<file path="src/rtl/mem_issue_queue.sv">
// In-order load/store issue queue between dispatch and the memory FU.
// Tracks operand readiness via wakeup broadcasts; issues only the head; squashes wrong-path tail on mispredict.
module mem_issue_queue #(
  parameter int DEPTH  = 8,
  parameter int PTAG_W = 7,
  parameter int ROB_W  = 5
) (
  input  logic                       clk,
  input  logic                       reset,
  input  logic                       disp_valid,
  input  logic [6:0]                 disp_opcode,
  input  logic [31:0]                disp_imm,
  input  logic [PTAG_W-1:0]          disp_ps1,
  input  logic                       disp_ps1_rdy,
  input  logic [PTAG_W-1:0]          disp_ps2,
  input  logic                       disp_ps2_rdy,
  input  logic [PTAG_W-1:0]          disp_pd,
  input  logic [ROB_W-1:0]           disp_rob,
  output logic                       full,
  input  logic                       wb0_valid,
  input  logic [PTAG_W-1:0]          wb0_tag,
  input  logic                       wb1_valid,
  input  logic [PTAG_W-1:0]          wb1_tag,
  input  logic                       fu_ready,
  output logic                       iss_valid,
  output logic [6:0]                 iss_opcode,
  output logic [31:0]                iss_imm,
  output logic [PTAG_W-1:0]          iss_ps1,
  output logic [PTAG_W-1:0]          iss_ps2,
  output logic [PTAG_W-1:0]          iss_pd,
  output logic [ROB_W-1:0]           iss_rob,
  input  logic [ROB_W-1:0]           rob_head,
  input  logic                       mispredict,
  input  logic [ROB_W-1:0]           mispredict_tag,
  output logic [$clog2(DEPTH):0]     count
);
  localparam int PTR_W = $clog2(DEPTH);
  localparam int CNT_W = PTR_W + 1;
  localparam logic [6:0] OP_LOAD = 7'b0000011;

  typedef struct packed {
    logic [6:0]        opcode;
    logic [31:0]       imm;
    logic [PTAG_W-1:0] ps1;
    logic [PTAG_W-1:0] ps2;
    logic [PTAG_W-1:0] pd;
    logic [ROB_W-1:0]  rob;
    logic              rdy1;
    logic              rdy2;
  } entry_t;

  entry_t             ent_q [DEPTH];
  entry_t             ent_d [DEPTH];
  logic [PTR_W-1:0]   head_q, head_d, tail_q, tail_d;
  logic [CNT_W-1:0]   count_q, count_d, nsq;
  entry_t             head_e;
  logic               nonempty, push, pop;
  logic [ROB_W-1:0]   mp_age, ent_age;
  logic [PTR_W-1:0]   offs;

  function automatic logic hit(input logic [PTAG_W-1:0] t,
                               input logic v0, input logic [PTAG_W-1:0] t0,
                               input logic v1, input logic [PTAG_W-1:0] t1);
    return (v0 && (t0 == t)) || (v1 && (t1 == t));
  endfunction

  assign full     = (count_q == CNT_W'(DEPTH));
  assign count    = count_q;
  assign head_e   = ent_q[head_q];
  assign nonempty = (count_q != '0);

  // Issue reads only stored rdy bits, so a same-cycle wakeup issues next cycle.
  assign iss_valid  = nonempty && head_e.rdy1 && head_e.rdy2 && fu_ready && !mispredict && !reset;
  assign iss_opcode = nonempty ? head_e.opcode : '0;
  assign iss_imm    = nonempty ? head_e.imm    : '0;
  assign iss_ps1    = nonempty ? head_e.ps1    : '0;
  assign iss_ps2    = nonempty ? head_e.ps2    : '0;
  assign iss_pd     = nonempty ? head_e.pd     : '0;
  assign iss_rob    = nonempty ? head_e.rob    : '0;

  assign push   = disp_valid && !full && !mispredict;
  assign pop    = iss_valid;
  assign mp_age = mispredict_tag - rob_head;

  always_comb begin
    ent_d   = ent_q;
    nsq     = '0;
    offs    = '0;
    ent_age = '0;
    for (int i = 0; i < DEPTH; i++) begin
      offs    = PTR_W'(i) - head_q;
      ent_age = ent_q[i].rob - rob_head;
      if ({1'b0, offs} < count_q) begin
        ent_d[i].rdy1 = ent_q[i].rdy1 | hit(ent_q[i].ps1, wb0_valid, wb0_tag, wb1_valid, wb1_tag);
        ent_d[i].rdy2 = ent_q[i].rdy2 | hit(ent_q[i].ps2, wb0_valid, wb0_tag, wb1_valid, wb1_tag);
        if (ent_age > mp_age) nsq = nsq + CNT_W'(1);
      end
    end
    if (push) begin
      ent_d[tail_q].opcode = disp_opcode;
      ent_d[tail_q].imm    = disp_imm;
      ent_d[tail_q].ps1    = disp_ps1;
      ent_d[tail_q].ps2    = disp_ps2;
      ent_d[tail_q].pd     = disp_pd;
      ent_d[tail_q].rob    = disp_rob;
      ent_d[tail_q].rdy1   = disp_ps1_rdy | hit(disp_ps1, wb0_valid, wb0_tag, wb1_valid, wb1_tag);
      ent_d[tail_q].rdy2   = (disp_opcode == OP_LOAD) | disp_ps2_rdy
                             | hit(disp_ps2, wb0_valid, wb0_tag, wb1_valid, wb1_tag);
    end
    head_d = head_q + PTR_W'(pop);
    // Wrong-path ops are always the youngest, so the squash just pulls the tail back.
    if (mispredict) begin
      tail_d  = tail_q - PTR_W'(nsq);
      count_d = count_q - nsq;
    end else begin
      tail_d  = tail_q + PTR_W'(push);
      count_d = count_q + CNT_W'(push) - CNT_W'(pop);
    end
  end

  always_ff @(posedge clk) begin
    if (reset) begin
      head_q  <= '0;
      tail_q  <= '0;
      count_q <= '0;
    end else begin
      head_q  <= head_d;
      tail_q  <= tail_d;
      count_q <= count_d;
    end
  end

  always_ff @(posedge clk) begin
    for (int i = 0; i < DEPTH; i++) ent_q[i] <= ent_d[i];
  end
endmodule

</file>
<file path="config.mk">
export PLATFORM = sky130hd
export DESIGN_NAME = mem_issue_queue
export DESIGN_NICKNAME = d
export VERILOG_FILES = /design/src/rtl/mem_issue_queue.sv
export SDC_FILE = /design/constraint.sdc
export NUM_CORES = 1
export LEC_CHECK = 0
export ABC_AREA = 1
export BUFFER_PORTS_ARGS = -buffer_cell sky130_fd_sc_hd__buf_2
export CAP_MARGIN = 20
export CELL_PAD_IN_SITES_DETAIL_PLACEMENT = 0
export CELL_PAD_IN_SITES_GLOBAL_PLACEMENT = 2
export CORE_MARGIN = 2
export CORE_UTILIZATION = 43
export CTS_BUF_LIST = sky130_fd_sc_hd__clkbuf_4
export DETAILED_ROUTE_END_ITERATION = 12
export MAX_ROUTING_LAYER = met4
export PLACE_DENSITY = 0.79
export SLEW_MARGIN = 5
export SYNTH_ARGS = -nofsm -noshare
export SYNTH_HDL_FRONTEND = slang
export SYNTH_SLANG_ARGS = --single-unit
</file>
<file path="constraint.sdc">
create_clock -name clk -period 7.43 [get_ports clk]
set_input_delay 0 -clock clk [delete_from_list [all_inputs] [get_ports clk]]
set_output_delay 0 -clock clk [all_outputs]
set_load 0.05 [all_outputs]
</file>
==> results of run 1 <==
## final timing paths
path / start / to / slack, ps
max: flop / count[3]$_SDFF_PP0_ / 600
min: wb0_tag[2] / ent_q[1]$_DFF_P_ / 110
max reg2reg: flop / count[3]$_SDFF_PP0_ / 600
min reg2reg: ent_q[335]$_DFF_P_ / ent_q[335]$_DFF_P_ / 560
## logic make-up (layout without fill, tap and decap cells)
kind of cell / count (synthesis) / in the layout / share of synthesized area
AOI/OAI and AO/OA: 797 / 797 / 0.191
and+or+nand+nor: 614 / 614 / 0.0970
DFF: 546 / 546 / 0.580
buffers and inverters: 366 / 831 / 0.0496
adders and majority gates: 104 / 104 / 0.0500
xor gates and xnor gates: 101 / 101 / 0.0321
other: 0 / 3 / 0
## routing by layer
metal	vias to the layer above	wire length [µm]	GRT usage	share of wire
met5	-	0	-	0
met1	10557	37800	0.349	0.42
met2	837	42300	0.434	0.47
li1	10181	-	-	-
met3	204	6300	0.0527	0.071
met4	0	2750	0.109	0.031
## through the flow
stage / std cells / power [µW] / util / hold slack (ps) / area, µm²
floorplan: 2528 / 6040 / - / 62.4 / 27800
global placement: 3438 / 6890 / 0.459 / 264 / 29500
detailed placement: 3438 / 6930 / 0.459 / 265 / 29500
CTS: 3847 / 9670 / 0.511 / 12.8 / 32800
global route: 3851 / 10200 / 0.512 / 115 / 32900
finish: 3851 / 9580 / 0.512 / 114 / 32900
## what timing repair did
action | 4_1_cts | 5_1_grt
hold buffers | 154 | 0
endpoints found under the hold margin | 556 | 0
resized for setup | 0 | 2
setup endpoints to repair | 0 | 2
## layout make-up
class	instances	area (µm²)
fillers	5874	31400
clock inverters	36	198
repair buffers	351	2630
multi-input cells	1616	10300
flip-flops and latches	546	16100
clock buffers	219	1640
diodes	3	7.51
inverters	225	862
well taps	855	1070
## critical path: cells and delay by family, from the launching register on
kind,cells,cell delay [ps]
AOI/OAI and AO/OA,5,650
buffers and inverters,11,690
DFF,1,380
xor gates and xnor gates,1,180
and+or+nand+nor,23,2360
adders and majority gates,9,2450
## layout by cell type (no fill, tap or decap), types with 10 or more instances in the layout
cell             n
nand3_1         68
o2111ai_1       36
dlygate4sd3_1  154
a221oi_1        26
edfxtp_1       520
xnor2_1         41
o21ai_0        273
xor2_1          59
nor3_1          11
ha_1            92
inv_1          204
o211ai_1        52
fa_1            12
nand2_2         14
clkbuf_4       219
o21a_1         153
or2_2           11
nand4_1         21
buf_4           27
buf_2          168
dfxtp_1         25
clkinv_1        27
o22ai_1         50
a2111oi_0       13
nor2_1         156
a211oi_1        13
a41oi_1         65
a21oi_1         64
o221ai_1        10
nand2_1        289
## power by group
group | total (µW) | switching [µW] | internal [µW]
clock network | 2640 | 1280 | 1360
logic | 3220 | 2280 | 934
registers | 3720 | 110 | 3610
total | 9580 | 3670 | 5900
==> summary.txt, run 1 <==
Outcome
  – Status: finished, final reports clean

Clocking
  – CTS Buffer Depth: 3
  – CTS H-tree depth: 4
  – CTS Root Cell: clkbuf_4
  – Post-CTS setup buffer count: 0
  – Clock-pin slew on the worst setup and hold paths: 50 ps
  – CTS tree: built
  – Clock Sinks: 546
  – Clock latency on the worst-skew pair: 970 ps
  – CTS buffer count: 150

Die
  – Core area: 64,200 µm²
  – Die width: 258 µm
  – Die height: 258 µm
  – Initial core utilization: 0.433
  – Top-level I/O count: 169
  – Die ar.: 66,700 µm²
  – Rows: 93

Power and ir drop
  – Pleak: 0.0122 µW
  – Pwr dens: 291 nW/µm²
  – Maximum vdd drop: 0.226 mV

Synthesis
  – Synth Register Bits: 546
  – Mapped Cells: 2,528
  – Top cell type's share of synthesized area: 0.562
  – Post-synth EDFFs: 520
  – Cell Area, Synth: 27,800 µm²
  – Synth Flop Type: edfxtp_1
  – Ys Warns: 0
  – Most frequent cell after synthesis: edfxtp_1
  – Asr flop ratio synth: 0
  – Seq/Total Area, Yosys: 0.580
  – Post-synth top cells: edfxtp_1 (520), nand2_1 (290), o21ai_0 (274)
  – Syn nets: 2,730
  – Distinct cell type count after synthesis: 58
  – Cell taking the most area after synthesis: edfxtp_1
  – Synth top area cells: edfxtp_1 (56%), o21ai_0 (4.9%), ha_1 (4.1%), o21a_1 (4.1%), nand2_1 (3.9%)
  – Synth Area per Inst: 11.0 µm²

Setup path
  – CP arrival: 7680 ps
  – CP endpoint kind: flop
  – Crit path max fanout: 3
  – Crit path kind: flop to flop
  – Worst R2R Path Depth: 49
  – Crit-path max cell delay: 400 ps
  – Worst path required time: 8280 ps
  – Setup crit start kind: flop
  – Critical path's slowest cell: fa_1

Route
  – Post-DR wirelength/cell: 23.2 µm
  – Starting DRT DRC Count: 1,806
  – Via density: 5.66
  – Post-route DRC: 0
  – Via count: 21,779
  – DRT Wirelength: 89,200 µm
  – ANT nets after route: 0
  – DR pass1 iterations: 6

Placed design
  – Detailed-placement wirelength estimate: 51,500 µm
  – GP Congestion: 0.886
  – Place WS: 443 ps
  – Port buffer count: 168

STA
  – Post-Route Skew: 82.9 ps
  – Period utilization: 0.919
  – Final hold vios: 0
  – Least-Margin Pin Slew: 1160 ps
  – Fmax: 0.146 GHz
  – Fin. max-slew vios: 0
  – Post-route setup slack: 600 ps
  – Tmin final: 6830 ps
  – RSZ-0062 raised after global routing: false
  – Setup TNS: 0 ps
  – Final setup fails: 0
  – Relative slew slack: 0.228

Job
  – MaxCap Viol Count: 0

Global route
  – Initial antenna violation count: 3
  – Pin count of the biggest net entering global routing: 231
  – Vias in the first global route: 21,548
  – Overflow after GRT: 0
  – Total GRT Usage: 0.275
  – Global-route wire length before repair: 133,000 µm

Hold path
  – Hold path cells: 8
  – Hold Crit Class: input port to flop

Finish
  – Layout cells sized above 1: 0.171
  – Post-layout net count: 3,092
  – Area growth from synthesis to layout: 18.2%
No activity file was read; power rests on OpenSTA's default activity.
==> run 2, diff against run 1 <==
--- a/config.mk
+++ b/config.mk
@@ -11,11 +11,11 @@
 export CELL_PAD_IN_SITES_DETAIL_PLACEMENT = 0
 export CELL_PAD_IN_SITES_GLOBAL_PLACEMENT = 2
 export CORE_MARGIN = 2
-export CORE_UTILIZATION = 43
+export CORE_UTILIZATION = 40
 export CTS_BUF_LIST = sky130_fd_sc_hd__clkbuf_4
 export DETAILED_ROUTE_END_ITERATION = 12
 export MAX_ROUTING_LAYER = met4
-export PLACE_DENSITY = 0.79
+export PLACE_DENSITY = 0.74
 export SLEW_MARGIN = 5
 export SYNTH_ARGS = -nofsm -noshare
 export SYNTH_HDL_FRONTEND = slang
==> run 2 against run 1 <==
Compared with the run above: first-iteration DRC count increased by 4.5%; die area increased by 7.4%; sequential cell count unchanged; cell area increased by 0.39%; setup slack got worse by 2.0 ps; clock power about the same; clock skew decreased by 21 ps; critical path depth decreased by 2; combinational power about the same; via count about the same; sequential share of layout area decreased by 0.19 points; highest routed layer unchanged.
==> summary.txt, run 2 (synthesis gave the netlist of run 1 again) <==
Setup path
  – Crit path kind: flop to flop
  – Crit path to: count[3]$_SDFF_PP0_
  – Critical path's slowest cell: edfxtp_1
  – CP endpoint kind: flop
  – Setup crit start kind: flop
  – Worst path required time: 8260 ps
  – Delay-heaviest family, CP: adder cells
  – Register-to-register setup slack: 600 ps
  – CP most frequent cell: nand2_1
  – Buf+Inv Stages, Crit Path: 10
  – Critical path depth in cells: 47
  – Crit path max fanout: 3
  – Worst R2R Path Depth: 47
  – Crit-path max cell delay: 400 ps
  – Worst reg2reg path endpoint: count[3]$_SDFF_PP0_
  – CP arrival: 7660 ps

Power and ir drop
  – P_int: 5910 µW
  – Logic pwr share: 0.337
  – Psw: 3690 µW
  – Pleak: 0.0122 µW
  – Sw Ratio: 0.384
  – Flop pwr share: 0.388
  – Pwr dens: 291 nW/µm²
  – Power share of the clock group: 0.275
  – Maximum vdd drop: 0.205 mV

Finish
  – Area growth from synthesis to layout: 18.7%
  – Commonest non-fill, non-tap cell in the layout: edfxtp_1
  – Final Util: 0.480
  – Post-layout net count: 3,097
  – Fill cell count: 6,507
  – Non-Filler Instances: 3,930
  – Highest-count cells in the layout ignoring fill and taps: edfxtp_1 (520), nand2_1 (289), o21ai_0 (273)
  – Layout cells sized above 1: 0.169

Global route
  – Overflow after GRT: 0
  – Met1 Track Usage GR: 0.339
  – Initial antenna violation count: 13
  – GR peak layer: met2
  – Met2 Use GR: 0.417
  – Pin count of the biggest net entering global routing: 236
  – GRT met3 Usage: 0.0581
  – Vias in the first global route: 21,785
  – Global-route wire length before repair: 137,000 µm
  – Total GRT Usage: 0.266

STA
  – Fmax: 0.146 GHz
  – Fin. max-slew vios: 0
  – Post-Route Skew: 62.1 ps
  – Final hold vios: 0
  – Relative slew slack: 0.179
  – Tmin final: 6830 ps
  – Period utilization: 0.920
  – RSZ-0062 raised after global routing: false
  – Least-Margin Pin Slew: 1230 ps
  – Setup TNS: 0 ps
  – Final setup fails: 0

Route
  – DR pass1 iterations: 6
  – Via count: 21,768
  – Post-route DRC: 0
  – ANT nets after route: 0
  – Post-DR wirelength/cell: 23.4 µm
  – Via density: 5.54
  – Starting DRT DRC Count: 1,887
  – DRT Wirelength: 92,100 µm

Clocking
  – Clock Sinks: 546
  – Clock latency on the worst-skew pair: 1000 ps
  – CTS Buffer Depth: 3
  – Clock-pin slew on the worst setup and hold paths: 70 ps
  – CTS H-tree depth: 4
  – Post-CTS setup buffer count: 0
  – CTS buffer count: 150
  – CTS Root Cell: clkbuf_4
  – CTS tree: built

Job
  – MaxCap Viol Count: 0

Die
  – Initial core utilization: 0.405
  – Core area: 68,700 µm²
  – Die ar.: 71,600 µm²
  – Die width: 268 µm
  – Top-level I/O count: 169
  – Rows: 96
  – Die height: 268 µm

Placed design
  – GP Congestion: 0.921
  – Placed insts: 3,514
  – Detailed-placement wirelength estimate: 53,200 µm
  – Port buffer count: 168

Hold path
  – Worst hold start: wb0_tag[6]
  – Hold Crit Class: input port to flop

Outcome
  – Status: finished, final reports clean
## run 2: cell count changes in the layout (fill, tap and decap cells not counted), sizes merged
cell,change
dlygate4sd3,+5
clkbuf,-5
clkinv,-5
diode,+8
bufinv,+1
inv,-1
## run 2: cell type report
cell class / count / area [µm²] / share of cell area
Clock buffer: 214 / 1610 / 0.0487
Sequential cell: 546 / 16100 / 0.489
Clock inverter: 31 / 201 / 0.00610
Timing Repair Buffer: 356 / 2680 / 0.0811
Inverter: 225 / 862 / 0.0261
Antenna cell: 11 / 27.5 / 0.000834
Multi-Input combinational cell: 1616 / 10300 / 0.313
Tap cell: 931 / 1160 / 0.0353
## run 2: tightest hold or removal path: stages
cell and delay [ps]:
buf_2 300, nand2_1 130, a221oi_1 80, o2111ai_1 100
o41ai_1 150, nand2_1 90, nand3_1 50, o21ai_0 80
inv_1 40
## run 2: per-layer routing
| layer | wire length (µm) | share of wire | vias up |
|---|---|---|---|
| met3 | 6370 | 0.069 | 207 |
| met2 | 43100 | 0.47 | 825 |
| met4 | 2770 | 0.030 | 0 |
| li1 | - | - | 10182 |
| met5 | 0 | 0 | - |
| met1 | 39900 | 0.43 | 10554 |
## run 2: metrics by stage
stage	hold WS [ps]	power, µW	area (µm²)	worst slack (ps)
final	125	9600	33000	598
after floorplan	62.4	6040	27800	867
after detailed placement	262	6960	29600	399
after global routing	96.6	10200	33000	11.5
after CTS	8.18	9700	33000	449
after global placement	266	6920	29600	454
## run 2: worst min-delay path by stage
stage | to | cells after the start
floorplan | count[3]$_SDFF_PP0_ | 1
global placement | flop | 1
detailed placement | flop | 1
CTS | ent_q[134]$_DFF_P_ | 9
global route | ent_q[67]$_DFF_P_ | 8
finish | ent_q[134]$_DFF_P_ | 9
## run 2: power groups by stage
stage	clock network (µW)	logic, µW	registers [µW]
floorplan	0	2250	3780
global placement	0	3150	3780
detailed placement	0	3170	3780
CTS	2720	3260	3720
global route	2880	3570	3740
finish	2640	3240	3720
## run 2: repair_timing
item / 4_1_cts / 5_1_grt
setup endpoints to repair: 0 / 2
gates resized for setup: 0 / 1
hold endpoints to repair: 562 / 0
hold buffers: 159 / 0
